$ cat config.mk
export PLATFORM = sky130hd
export DESIGN_NAME = axilite4_rr_read_arbiter
export DESIGN_NICKNAME = d
export VERILOG_FILES = /design/src/rtl/axilite4_rr_read_arbiter.sv
export SDC_FILE = /design/constraint.sdc
export NUM_CORES = 1
export LEC_CHECK = 0
export CAP_MARGIN = 20
export CORE_AREA = 2 2 172 174
export DETAILED_ROUTE_END_ITERATION = 8
export DIE_AREA = 0 0 174 176
export PLACE_DENSITY_LB_ADDON = 0.2
export SETUP_SLACK_MARGIN = 0.1
export SYNTH_ARGS = -nofsm -noshare
export SYNTH_HDL_FRONTEND = slang
export SYNTH_SLANG_ARGS = --single-unit
$ cat constraint.sdc
create_clock -name clk -period 1.7 [get_ports clk]
set_clock_uncertainty 0.1 [all_clocks]
set_input_delay 0.34 -clock clk [delete_from_list [all_inputs] [get_ports clk]]
set_output_delay 0.34 -clock clk [all_outputs]
set_load 0.01 [all_outputs]
$ cat src/rtl/axilite4_rr_read_arbiter.sv
// axilite4_rr_read_arbiter: four AXI4-Lite read masters share one slave under round-robin arbitration.
// Latency: one registered arbitration cycle in IDLE, then ADDR and DATA pass through combinationally.
// Backpressure: s_arready / m_rready stall ADDR / DATA indefinitely, or until the optional watchdog fires.
//
// Ports: clk/rst (async active-high); m_* = packed 4-master AR/R channels (master i at slice i);
//        s_* = single slave AR/R channel; grant = current owner, busy = not idle,
//        timeout_err = one-cycle pulse when the DATA watchdog expires.
// Optional feature: define AXIL_ARB_TIMEOUT_EN to build the DATA-phase watchdog and ERR state;
//        TIMEOUT_CYC sets the number of stalled DATA cycles tolerated.
module axilite4_rr_read_arbiter #(
    parameter int TIMEOUT_CYC = 255
) (
    input  logic         clk,
    input  logic         rst,
    input  logic [127:0] m_araddr,
    input  logic [3:0]   m_arvalid,
    output logic [3:0]   m_arready,
    output logic [127:0] m_rdata,
    output logic [3:0]   m_rvalid,
    input  logic [3:0]   m_rready,
    output logic [31:0]  s_araddr,
    output logic         s_arvalid,
    input  logic         s_arready,
    input  logic [127:0] s_rdata,
    input  logic         s_rvalid,
    output logic         s_rready,
    output logic [1:0]   grant,
    output logic         busy,
    output logic         timeout_err
);

`ifdef AXIL_ARB_TIMEOUT_EN
    typedef enum logic [1:0] {IDLE = 2'd0, ADDR = 2'd1, DATA = 2'd2, ERR = 2'd3} state_t;
`else
    typedef enum logic [1:0] {IDLE = 2'd0, ADDR = 2'd1, DATA = 2'd2} state_t;
`endif

    state_t     state, state_nxt;
    logic [1:0] grant_nxt;
    logic [1:0] last_grant, last_grant_nxt;
    logic [1:0] rr_pick;
    logic       rr_found;
    logic       r_hs;

    assign busy = (state != IDLE);
    assign r_hs = s_rvalid && m_rready[grant];

    // Scan last_grant+1 .. last_grant+4 so the previous owner is considered last.
    always_comb begin
        rr_pick  = last_grant;
        rr_found = 1'b0;
        for (int k = 1; k <= 4; k++) begin
            if (!rr_found && m_arvalid[last_grant + 2'(k)]) begin
                rr_pick  = last_grant + 2'(k);
                rr_found = 1'b1;
            end
        end
    end

`ifdef AXIL_ARB_TIMEOUT_EN
    localparam int CW = 16;
    logic [CW-1:0] to_cnt;
    logic          to_hit;

    // Fires on the stalled DATA cycle that brings the count up to TIMEOUT_CYC.
    assign to_hit = (state == DATA) && !r_hs && (to_cnt == CW'(TIMEOUT_CYC - 1));

    // Counter sits at zero outside DATA, so it is clear on every DATA entry.
    always_ff @(posedge clk or posedge rst) begin
        if (rst) begin
            to_cnt      <= '0;
            timeout_err <= 1'b0;
        end else begin
            timeout_err <= to_hit;
            if (state != DATA) begin
                to_cnt <= '0;
            end else if (!r_hs) begin
                to_cnt <= to_cnt + CW'(1);
            end
        end
    end
`else
    assign timeout_err = 1'b0;
`endif

    always_ff @(posedge clk or posedge rst) begin
        if (rst) begin
            state      <= IDLE;
            grant      <= 2'd0;
            last_grant <= 2'd3;
        end else begin
            state      <= state_nxt;
            grant      <= grant_nxt;
            last_grant <= last_grant_nxt;
        end
    end

    always_comb begin
        state_nxt      = state;
        grant_nxt      = grant;
        last_grant_nxt = last_grant;
        m_arready      = '0;
        m_rdata        = '0;
        m_rvalid       = '0;
        s_araddr       = '0;
        s_arvalid      = 1'b0;
        s_rready       = 1'b0;
        case (state)
            IDLE: begin
                if (|m_arvalid) begin
                    grant_nxt = rr_pick;
                    state_nxt = ADDR;
                end
            end
            ADDR: begin
                s_araddr         = m_araddr[{grant, 5'd0} +: 32];
                s_arvalid        = m_arvalid[grant];
                m_arready[grant] = s_arready;
                if (m_arvalid[grant] && s_arready) begin
                    state_nxt = DATA;
                end
            end
            DATA: begin
                m_rdata         = s_rdata;
                m_rvalid[grant] = s_rvalid;
                s_rready        = m_rready[grant];
                if (r_hs) begin
                    state_nxt      = IDLE;
                    last_grant_nxt = grant;
                end
`ifdef AXIL_ARB_TIMEOUT_EN
                else if (to_hit) begin
                    state_nxt = ERR;
                end
`endif
            end
`ifdef AXIL_ARB_TIMEOUT_EN
            // Slave never answered: return an all-ones beat to the owner without touching the slave.
            ERR: begin
                m_rdata         = '1;
                m_rvalid[grant] = 1'b1;
                if (m_rready[grant]) begin
                    state_nxt      = IDLE;
                    last_grant_nxt = grant;
                end
            end
`endif
            default: begin
                state_nxt = IDLE;
            end
        endcase
    end

endmodule

==> results of run 1 <==
==> where the power goes <==
part | switching (µW) | internal, µW | leakage (µW)
registers | 97.2 | 232 | 0.0000670
logic | 2800 | 4540 | 0.00358
clock network | 80.6 | 311 | 0.0000382
total | 2980 | 5090 | 0.00368
==> cell families (layout without fill, tap and decap cells) <==
| group | count (synthesis) | count (layout) |
|---|---|---|
| flops | 6 | 6 |
| buf+inv | 30 | 517 |
| other cells | 1 | 4 |
| mux | 38 | 38 |
| simple gates | 191 | 191 |
| compound gates | 11 | 11 |
==> how the worst max path moves through the flow <==
stage	startpoint	end	depth (start not counted)
finish	state[1]	m_rdata[15]	5
global route	state[1]	m_rdata[48]	5
CTS	state[1]	m_rvalid[3]	5
detailed placement	m_araddr[100]	s_araddr[4]	4
global placement	m_araddr[100]	s_araddr[4]	4
floorplan	grant[0]	s_araddr[18]	5
==> synthesized netlist by cell type (3+ instances only) <==
| library cell | number | area (µm²) |
|---|---|---|
| and2_1 | 129 | 807.0 |
| nor2b_1 | 36 | 225.2 |
| mux4_2 | 34 | 765.7 |
| clkbuf_1 | 18 | 67.56 |
| nor2_1 | 8 | 30.03 |
| nand2_1 | 7 | 26.28 |
| buf_2 | 5 | 25.02 |
| dfrtp_1 | 4 | 100.1 |
| nand2b_1 | 4 | 25.02 |
| buf_6 | 3 | 33.78 |
| inv_1 | 3 | 11.26 |
| mux2_2 | 3 | 33.78 |
==> metal layers <==
layer / wire length, µm / part of all wire / global-route usage / vias up
met5: 13 / 0.00064 / 0 / -
met4: 131 / 0.0065 / 0.01646 / 2
met3: 2343 / 0.12 / 0.05620 / 8
met2: 10160 / 0.50 / 0.2241 / 252
met1: 7549 / 0.37 / 0.1384 / 1823
li1: - / - / - / 1916
==> final cells by class <==
class / count / area [µm²]
Fill cell: 3137 / 20620
Inverter: 3 / 11.26
Tap cell: 384 / 480.5
Sequential cell: 6 / 155.1
Antenna cell: 3 / 7.507
Multi-Input combinational cell: 241 / 2316
Timing Repair Buffer: 510 / 4877
Clock buffer: 4 / 78.83
==> worst register-to-register path: stages (launching register included) <==
cell and delay [ps]:
dfrtp_2 420, buf_12 140, buf_12 130, buf_8 120
mux4_2 450, buf_4 160, buf_6 110, nand3_4 60
mux2_4 300
==> per-stage QoR <==
stage	setup WS, ps	cell area (µm²)	utilization	hold WS [ps]
finish	-533.8	7926	0.2777	248.1
global route	-628.9	7924	0.2776	295.5
CTS	-594.0	7974	0.2793	270.2
detailed placement	-640.0	7692	0.2695	512.5
global placement	-640.3	7692	0.2695	493.0
floorplan	-171.3	2525	-	29.51
==> what timing repair did <==
action | CTS | global route
gates cloned | 4 | 0
setup endpoints to repair | 179 | 179
resized for setup | 401 | 203
setup buffers | 18 | 7
pin swaps | 0 | 1
==> registers in the layout, summed over array words and instances, names as in the netlist <==
signal	cells
grant	2
last_grant	2
state	2
==> metrics, run 1 <==
status complete, but fails checks; failing checks setup timing; GRT overflow 0; WL per Instance 17.55 µm; final wirelength between 20000 and 25000 µm; ordered cell list for the critical path nor2b_4 > buf_12 > buf_6 > and2_1 > clkdlybuf4s50_1; CTS sink cnt 6; slowest CP cell clkdlybuf4s50_1; Crit Path Max Fanout 14; Initial Util 0.08227; ANT nets after route 0; CP required 1260 ps; Post-synth ARST share 1.000; PwrDens slightly above 1000 nW/µm²; adder-cell area share of the yosys netlist 0; clock buffer depth 2; CTS tree built; crit path capture type output port; Synth Area in Compound Gates 0.03410; CP bufs+invs 3; area of the die 30620 µm²; total track usage 0.1246; last weighted congestion value of the routability-driven placer 0.7544; global-route wire length before repair 28940 µm; Die Span Y 176 µm; Initial DRC Count 90; Yosys warning total 0; Critical Path AT between 1500 and 2000 ps; Die X 174 µm; Setup CP Type reg -> out; synth unique cells 30; final setup fails about 180; final hold violations 0; most frequent cells in the layout clkdlybuf4s50_1, and2_1, buf_2; cell family with most CP delay buffers and inverters; Ports about 440; DR vias ~4000; clock buffer count from CTS 3; Highest Clock Rate 447.7 MHz; mux share of post-synthesis cell area 0.3447; reg2reg setup slack -360 ps; DR vias/cell 3.476; Yosys reg bits 6; syn avg cell area 8.478 µm²; post-synthesis xor/xnor area fraction 0; RSZ-0062 raised after global routing true; slowest stage delay, CP 530 ps; peak supply drop 405.1 µV; sequential fraction of the synthesis area 0.06500; Post-Place Cells between 1000 and 1500; setup TNS -38380 ps; post-route insts no fill approximately 1200; final period utilization 1.314; largest net degree at the start of global routing 26; drt first pass iters 4; leading register cell type out of synthesis dfrtp_1; DR DRC count 0; max-slew violation count 0; syn_nets 545; Clock Tree Root clkbuf_16; CTS Hold Bufs 0; CTS H-Tree Depth 1; max cap viols 0; post-synthesis simple-gate area fraction 0.4928; Clock Latency Late Sink between 200 and 250 ps; Hold Path Class in -> async; PnR worst setup slack -533.8 ps; largest family of logic cells by synthesized area simple AND/OR/NAND/NOR gates; CORE AREA 28550 µm²; commonest non-fill, non-tap cell in the layout clkdlybuf4s50_1; total power just over 8000 µW; Period minus WS final 2234 ps; clock-pin slew on the worst setup and hold paths 40 ps; Mapped Area around 2300 µm²; FF-to-FF path depth 8; DP HPWL 16880 µm; vias in the first global route 4394; leak pwr about 0.0037 µW; Final Net Count 1033; post-synthesis cell count ~280; reg2reg start grant[0]; Syn-to-layout area delta 237.5%; startpoint types flop; ratio of cells with drive above 1 in the final layout 0.3848; initial antenna violation count 3; num rows 62; Post-synth EDFFs 0; IO Port Bufs 440; r2r endpoint last_grant[1]
(Power assumes the default switching activity.)
==> run 2: changes to the inputs <==
--- a/config.mk
+++ b/config.mk
@@ -5,6 +5,7 @@
 export SDC_FILE = /design/constraint.sdc
 export NUM_CORES = 1
 export LEC_CHECK = 0
+export ABC_CLOCK_PERIOD_IN_PS = 1700
 export CAP_MARGIN = 20
 export CORE_AREA = 2 2 172 174
 export DETAILED_ROUTE_END_ITERATION = 8
==> results of run 2 <==
Final layout, timing and power as in run 1 (identical DEF).
